===== config.mk =====
export PLATFORM = sky130hd
export DESIGN_NAME = spi_target
export DESIGN_NICKNAME = d
export VERILOG_FILES = /design/src/rtl/spi_pkg.sv /design/src/rtl/spi_sync_edge.sv /design/src/rtl/spi_target.sv
export SDC_FILE = /design/constraint.sdc
export NUM_CORES = 1
export LEC_CHECK = 0
export BUFFER_PORTS_ARGS = -buffer_cell sky130_fd_sc_hd__buf_4
export CORE_ASPECT_RATIO = 1.25
export CORE_UTILIZATION = 40
export CTS_CLUSTER_DIAMETER = 80
export DETAILED_ROUTE_END_ITERATION = 8
export GPL_TIMING_DRIVEN = 1
export PLACE_DENSITY = 0.65
export SLEW_MARGIN = 5
export SYNTH_ARGS = -nofsm -noshare
export SYNTH_HDL_FRONTEND = slang
export SYNTH_SLANG_ARGS = --single-unit

===== constraint.sdc =====
create_clock -name clk -period 2.7 [get_ports clk]
set_input_delay 0.54 -clock clk [delete_from_list [all_inputs] [get_ports clk]]
set_output_delay 0.54 -clock clk [all_outputs]
set_load 0.005 [all_outputs]

===== src/rtl/spi_pkg.sv =====
// Shared SPI definitions: default frame width, FSM states and bit-counter sizing.
// Used by both the spi_module controller and the spi_target endpoint.
package spi_pkg;

  localparam int SPI_DATA_WIDTH  = 24;
  localparam int SPI_SYNC_STAGES = 2;

  typedef enum logic [1:0] {
    IDLE  = 2'd0,
    SHIFT = 2'd1,
    DONE  = 2'd2
  } spi_state_e;

  // The counter must hold the value DATA_WIDTH itself, hence the extra bit.
  function automatic int spi_cnt_width(input int w);
    return $clog2(w) + 1;
  endfunction

endpackage


===== src/rtl/spi_sync_edge.sv =====
// Multi-flop synchronizer for an asynchronous pin with registered one-cycle
// rise/fall strobes.
module spi_sync_edge #(
  parameter int   STAGES    = 2,
  parameter logic RESET_VAL = 1'b0
) (
  input  logic clk,
  input  logic rst_n,
  input  logic d,
  output logic rise,
  output logic fall
);

  localparam int PW = $clog2(STAGES + 2);

  logic [STAGES-1:0] chain;
  logic              prev;
  logic [PW-1:0]     prime_cnt;
  logic              primed;

  // Strobes stay quiet until the whole chain and prev hold real pin samples,
  // so a pin already at the non-reset level after reset produces no edge.
  assign primed = (prime_cnt == PW'(STAGES + 1));

  always_ff @(posedge clk or negedge rst_n) begin
    if (!rst_n) begin
      chain     <= {STAGES{RESET_VAL}};
      prev      <= RESET_VAL;
      prime_cnt <= '0;
      rise      <= 1'b0;
      fall      <= 1'b0;
    end else begin
      chain <= {chain[STAGES-2:0], d};
      prev  <= chain[STAGES-1];
      if (!primed) prime_cnt <= prime_cnt + 1'b1;
      rise  <= primed &  chain[STAGES-1] & ~prev;
      fall  <= primed & ~chain[STAGES-1] &  prev;
    end
  end

endmodule


===== src/rtl/spi_target.sv =====
// SPI mode-0 target endpoint, MSB first, fixed DATA_WIDTH frames, with
// valid/ready rx delivery and a single-entry tx holding register.
module spi_target
  import spi_pkg::*;
#(
  parameter int DATA_WIDTH  = SPI_DATA_WIDTH,
  parameter int SYNC_STAGES = SPI_SYNC_STAGES
) (
  input  logic                  clk,
  input  logic                  rst_n,
  input  logic                  sck_i,
  input  logic                  cs_n_i,
  input  logic                  mosi_i,
  output logic                  miso_o,
  output logic                  miso_oe_o,
  input  logic [DATA_WIDTH-1:0] tx_data_i,
  input  logic                  tx_valid_i,
  output logic                  tx_ready_o,
  output logic [DATA_WIDTH-1:0] rx_data_o,
  output logic                  rx_valid_o,
  input  logic                  rx_ready_i,
  output logic                  overrun_o,
  output logic                  frame_err_o,
  output spi_state_e            dbg_state
);

  localparam int CNT_W = spi_cnt_width(DATA_WIDTH);

  // Handshake: a transfer happens on a clk edge where valid && ready; the
  // producer holds data stable while valid is high and ready is low.

  logic sck_rise, sck_fall, cs_rise, cs_fall;
  logic [SYNC_STAGES-1:0] mosi_sync;
  logic                   mosi_s;

  spi_state_e             state;
  logic [CNT_W-1:0]       bit_cnt;
  logic [DATA_WIDTH-2:0]  rx_shift;
  logic [DATA_WIDTH-1:0]  tx_shift;
  logic                   hold_full;
  logic [DATA_WIDTH-1:0]  hold_data;
  logic                   tx_write;
  logic                   word_done;
  logic [DATA_WIDTH-1:0]  rx_word;

  spi_sync_edge #(.STAGES(SYNC_STAGES), .RESET_VAL(1'b0)) u_sck_sync (
    .clk  (clk),
    .rst_n(rst_n),
    .d    (sck_i),
    .rise (sck_rise),
    .fall (sck_fall)
  );

  spi_sync_edge #(.STAGES(SYNC_STAGES), .RESET_VAL(1'b1)) u_cs_sync (
    .clk  (clk),
    .rst_n(rst_n),
    .d    (cs_n_i),
    .rise (cs_rise),
    .fall (cs_fall)
  );

  // mosi gets the same depth so it stays aligned with the sck strobes.
  always_ff @(posedge clk or negedge rst_n) begin
    if (!rst_n) mosi_sync <= '0;
    else        mosi_sync <= {mosi_sync[SYNC_STAGES-2:0], mosi_i};
  end
  assign mosi_s = mosi_sync[SYNC_STAGES-1];

  assign tx_ready_o = ~hold_full;
  assign tx_write   = tx_valid_i & tx_ready_o;
  assign miso_o     = (state == SHIFT) ? tx_shift[DATA_WIDTH-1] : 1'b0;
  assign miso_oe_o  = (state != IDLE);
  assign dbg_state  = state;

  assign word_done = (state == SHIFT) && !cs_rise && sck_rise &&
                     (bit_cnt == CNT_W'(DATA_WIDTH - 1));
  assign rx_word   = {rx_shift, mosi_s};

  always_ff @(posedge clk or negedge rst_n) begin
    if (!rst_n) begin
      state       <= IDLE;
      bit_cnt     <= '0;
      rx_shift    <= '0;
      tx_shift    <= '0;
      hold_full   <= 1'b0;
      hold_data   <= '0;
      frame_err_o <= 1'b0;
    end else begin
      frame_err_o <= 1'b0;
      if (tx_write) begin
        hold_full <= 1'b1;
        hold_data <= tx_data_i;
      end
      case (state)
        IDLE: begin
          if (cs_fall) begin
            state    <= SHIFT;
            bit_cnt  <= '0;
            rx_shift <= '0;
            // A write landing on this same edge found the register empty and
            // is kept for the following frame.
            if (hold_full) begin
              tx_shift  <= hold_data;
              hold_full <= 1'b0;
            end else begin
              tx_shift <= '0;
            end
          end
        end
        SHIFT: begin
          if (cs_rise) begin
            state       <= IDLE;
            frame_err_o <= 1'b1;
          end else begin
            if (sck_rise) begin
              rx_shift <= rx_word[DATA_WIDTH-2:0];
              bit_cnt  <= bit_cnt + 1'b1;
              if (word_done) state <= DONE;
            end
            if (sck_fall) tx_shift <= {tx_shift[DATA_WIDTH-2:0], 1'b0};
          end
        end
        DONE: begin
          if (cs_rise)       state       <= IDLE;
          else if (sck_rise) frame_err_o <= 1'b1;
        end
        default: state <= IDLE;
      endcase
    end
  end

  always_ff @(posedge clk or negedge rst_n) begin
    if (!rst_n) begin
      rx_data_o  <= '0;
      rx_valid_o <= 1'b0;
      overrun_o  <= 1'b0;
    end else begin
      overrun_o <= 1'b0;
      if (word_done) begin
        if (!rx_valid_o || rx_ready_i) begin
          rx_data_o  <= rx_word;
          rx_valid_o <= 1'b1;
        end else begin
          overrun_o <= 1'b1;
        end
      end else if (rx_valid_o && rx_ready_i) begin
        rx_valid_o <= 1'b0;
      end
    end
  end

endmodule


==> Yosys cells after proc, flatten, opt, wreduce, memory -nomap -nowiden <==
Index checks and enable logic that the tools add are counted.
{ "word_totals": {"reg_bits": 123} }
{ "classes": {"muxes": 33, "n_reduce_logical": 16, "eq_ne": 13, "bitwise_logic": 14, "n_addsub": 3} }
{ "ops": {"columns": ["op", "n"], "rows": [
  ["$mux 24", 4],
  ["$mux 23", 3],
  ["$pmux 24 s2", 1],
  ["$pmux 23 s2", 1],
  ["$mux 6", 3],
  ["$mux 1", 13],
  ["$pmux 6 s2", 1],
  ["$reduce_and 4->1", 3],
  ["$mux 2", 5],
  ["$ne 2x1->1 const B", 5],
  ["$and 1x1->1", 9],
  ["$add 6x1->6 const B", 1],
  ["$eq 2x2->1 const B", 3],
  ["$eq 6x5->1 const B", 1],
  ["$pmux 2 s3", 1],
  ["$reduce_bool 2->1", 3],
  ["$not 1->1", 5],
  ["$add 2x1->2 const B", 2],
  ["$logic_and 1x1->1", 4],
  ["$reduce_and 2->1", 2],
  ["$ne 3x1->1 const B", 1],
  ["$ne 3x2->1 const B", 1],
  ["$eq 2x1->1 const B", 1],
  ["$logic_not 1->1", 2],
  ["4 further kinds", 4]
]} }

==> Logic depth before layout (Yosys ltp) <==
{ "depth": {"depth_word": 8, "depth_mapped": 9, "ltp_nobuf": 6} }

==> Hierarchy <==
Synthesis repeated with hierarchy kept, for this count alone.
{ "unflattened": {"hier_cells": 360, "hier_area_um2": 4839.6} }
{ "modules_own_cells": {"columns": ["mod", "seq_area_each_um2", "cells_per_inst", "area_per_inst_um2", "n_inst"], "rows": [
  ["spi_target", 2727.6, 336, 4372.9, 1],
  ["spi_sync_edge at u_cs_sync", 178.9, 12, 235.2, 1],
  ["spi_sync_edge at u_sck_sync", 175.2, 12, 231.5, 1]
]} }

==> Least setup slack after synthesis <==
OpenSTA, ideal clock, no wires.
{ "synth_timing": {"kind": "flip-flop to output port", "from": "register state[1] (netlist: dbg_state[1])", "to": "output port miso_o", "arrival_time_ns": 1.379, "path_slack_ns": 0.781, "required_ns": 2.160, "path_stages_with_launch": 7, "path_cell_list": "dfrtp_1 -> inv_1 -> ha_1 -> buf_4 -> buf_2 -> clkbuf_1 -> and2_1"} }
{ "synth_via": {"elab_chain_len": 2} }
{ "synth_rtl": {"columns": ["item", "line_no", "rtl"], "rows": [
  ["start: declaration", "spi_target.sv:36", "spi_state_e state;"],
  ["start signal: assignment", "spi_target.sv:81", "state <= IDLE;"],
  ["start signal: assignment", "spi_target.sv:97", "state <= SHIFT;"],
  ["start signal: assignment", "spi_target.sv:112", "state <= IDLE;"],
  ["$eq 2x1->1", "spi_target.sv:71", "assign miso_o = (state == SHIFT) ? tx_shift[DATA_WIDTH-1] : 1'b0;"],
  ["$mux 1", "spi_target.sv:71", null],
  ["end: declaration", "spi_target.sv:14", "output logic miso_o,"]
]} }
Every way passes these cells.

==> Final worst setup path <==
Ends and elaborated chain as after synthesis.

==> metrics <==
setup violation total in the final timing report=0; Reg2Reg Depth=6; post-synthesis cell area=5030 µm²; data arrival time of the critical path=between 1500 and 2000 ps; largest fanout on the critical path=32; detailed-placement wirelength estimate=5750 µm; ratio of final minimum period to clock period=86.0%; most frequent standard cell in the layout excluding fill and tap cells=dfrtp_1; clock sink total=123; largest net degree at the start of global routing=124; kind of start point of the critical path=flop; Total Routing Usage GR=15.2%; Leakage Power=2.83 nW; global-route wire length before repair=15200 µm; final layout net count=517; number of primary I/O pins=63; number of DRC violations after detailed-routing iteration 0=between 100 and 150; Most common cell on crit path=buf_4; top library cells by usage in the layout, fill and taps aside=120 x dfrtp_1, 69 x buf_4, 62 x nand2_1, 31 x mux2_2, 30 x nor2_1; # Post-CTS Setup Buffers=0; number of hold buffers added after cts=0; Post-Syn Nets=454; area of all placed cells without fillers=6210 µm²; count of flip-flops with a built-in enable after synthesis=0; pins over their slew limit=0; classification of the worst setup path=flop to primary output; series of cell instances along the critical path=inv_1, ha_2, buf_4, and2_1, buf_4; TNS Setup=0 ps; worst slew pin tran=around 1100 ps; setup repair after global routing missed its margin=no; ANT cells=0; area of the die=approximately 13000 µm²; area added between synthesis and finish=23.4%; Slowest cell on crit path=dfrtp_1; total cell area at the placement stage=between 5000 and 6000 µm²; Buffers on Ports=between 60 and 70; worst flop-to-flop path startpoint=dbg_state[0]; share of synthesized area occupied by flip-flops and latches=about three fifths; Die W=102 µm; post-detailed-route DRC marker count=0; worst reg2reg path endpoint=rx_shift[18]; Initial Util=41.2%; share of cells above drive strength 1=32.1%; final clock skew=5.42 ps; final worst path period need=2320 ps; total congestion overflow=0; hold violation count in the final report=0; Highest Clock Rate=431 MHz; worst-skew pair later-pin latency=410 ps; average wire per cell in the routed design=13.6 µm; clock transition at the register clock pins on the worst setup and hold paths after CTS=50 ps; TritonCTS clock tree=built; number of buffers created by CTS=17; Max VDD drop=approximately 0.48 mV; Core ar.=12200 µm²; library cell used as clock root buffer=clkbuf_16; GPL Wtd Cong=0.705; Synth Warn #=0; number of global-route vias before repair=3249; async set-reset flop share out of synthesis=100%; Synth Area per Inst=about 12 µm²; Yosys reg bits=between 100 and 150; initial antenna violation count=0; CTS-repair resized insts=0; worst min-delay path category=input port to async pin; die outline height=between 100 and 150 µm; data required time at the worst endpoint=2160 ps; CTS max path bufs=2; drt total wl=8930 µm; total vias in the final route=around 3200; H-tree levels=4; Max stage delay on crit path=400 ps; number of standard-cell rows in the floorplan=45; crit path capture type=primary output; power density cells=1010 nW/µm²; status=completed; reg-to-reg setup timing slack=520 ps; Bufs and invs on worst path=3; Filler Cell Count=1077; count of antenna-violating nets left after detailed routing=0; top cell family by delay on the critical path=buffers and inverters; number of different library cells in the post-synthesis netlist=35; first-pass iteration count of the detailed router=4; ratio of routed vias to standard cells=4.88; most frequently used flop master after synthesis=dfrtp_1; maximum capacitance violations=0; Synth Instances=416; Max-Slew Margin vs Limit=29.2%
cells in the mapped netlist, types with 2 or more instances:
cell / number / area share [%]
buf_12: 2 / 0.80
o221ai_1: 2 / 0.35
mux2_4: 20 / 6.0
dfrtp_1: 120 / 60
clkbuf_1: 10 / 0.75
and3_1: 2 / 0.25
inv_1: 6 / 0.45
mux2_2: 31 / 6.9
buf_2: 12 / 1.2
a21oi_1: 27 / 2.7
nand2b_1: 5 / 0.62
nand3b_1: 2 / 0.30
nand2_1: 62 / 4.6
and2_1: 2 / 0.25
and3b_1: 2 / 0.35
dfstp_2: 3 / 1.6
xnor2_1: 2 / 0.35
o21ai_0: 29 / 2.9
a22oi_1: 22 / 3.3
ha_1: 7 / 1.7
nand3_1: 5 / 0.50
nor2_1: 30 / 2.2
worst register-to-register path, stage by stage, from the launching register on:
cell and delay, ps:
dfrtp_1 420, inv_1 130, ha_1 230, mux2i_1 370, a21o_1 310, buf_4 420, o21ai_0 170
logic make-up after synthesis:
group / after synthesis / share of synthesized area, %
flip-flops: 123 / 61.3
AND/OR/NAND/NOR: 116 / 10.2
AO/OA/AOI/OAI: 84 / 9.82
multiplexers: 52 / 13.1
buffers and inverters: 32 / 3.56
adder cells (fa/ha/maj): 7 / 1.74
XOR/XNOR: 2 / 0.348
worst max-delay path by stage:
stage                 startpoint           end  slack (ps)  depth (start not counted)
CTS                 dbg_state[1]        miso_o         350                          5
global placement    dbg_state[0]  rx_shift[17]         620                          6
floorplan           dbg_state[1]        miso_o         780                          6
finish              dbg_state[1]        miso_o         380                          5
detailed placement  dbg_state[0]   rx_shift[8]         530                          6
global route        dbg_state[1]        miso_o         250                          5
cell type report:
class | instances | area [µm²] | area share, %
Sequential cell | 123 | 3080 | 49.6
Clock buffer | 24 | 482 | 7.76
Inverter | 6 | 22.5 | 0.363
Timing Repair Buffer | 70 | 538 | 8.67
Multi-Input combinational cell | 261 | 1790 | 28.8
Tap cell | 164 | 205 | 3.31
Clock inverter | 8 | 92.6 | 1.49
layer usage:
| layer | track usage (%) | part of all wire [%] | up-vias |
|---|---|---|---|
| met1 | 19.2 | 45 | 1566 |
| li1 | - | - | 1553 |
| met5 | 0 | 0 | - |
| met3 | 4.98 | 3.4 | 14 |
| met4 | 6.05 | 1.6 | 0 |
| met2 | 23.9 | 50 | 71 |
stage by stage:
step	util [%]	hold WS (ps)	total power, W	cells	setup slack [ps]
floorplan	-	244	0.00372	416	781
global placement	46.1	338	0.00406	624	623
detailed placement	46.1	338	0.00415	624	529
CTS	50.8	226	0.00636	656	351
global route	50.8	220	0.00668	656	254
finish	50.8	156	0.00628	656	379
state kept, by name, indices dropped and copies added (netlist names):
name and cells:
u_cs_sync.rise 1, u_sck_sync.chain 2, u_cs_sync.fall 1, tx_shift 24, u_sck_sync.fall 1, u_sck_sync.prime_cnt 2
hold_full 1, rx_shift 23, bit_cnt 6, frame_err_o 1, mosi_sync 2, rx_data_o 24
u_sck_sync.rise 1, u_cs_sync.prev 1, dbg_state 2, u_cs_sync.chain 2, u_sck_sync.prev 1, overrun_o 1
u_cs_sync.prime_cnt 2, rx_valid_o 1, hold_data 24
report_power, final:
part / switching (W) / internal (W)
sequential: 0.000298 / 0.00232
clock: 0.000748 / 0.00142
combinational: 0.000839 / 0.000659
Power figures use the tool's default switching activity.
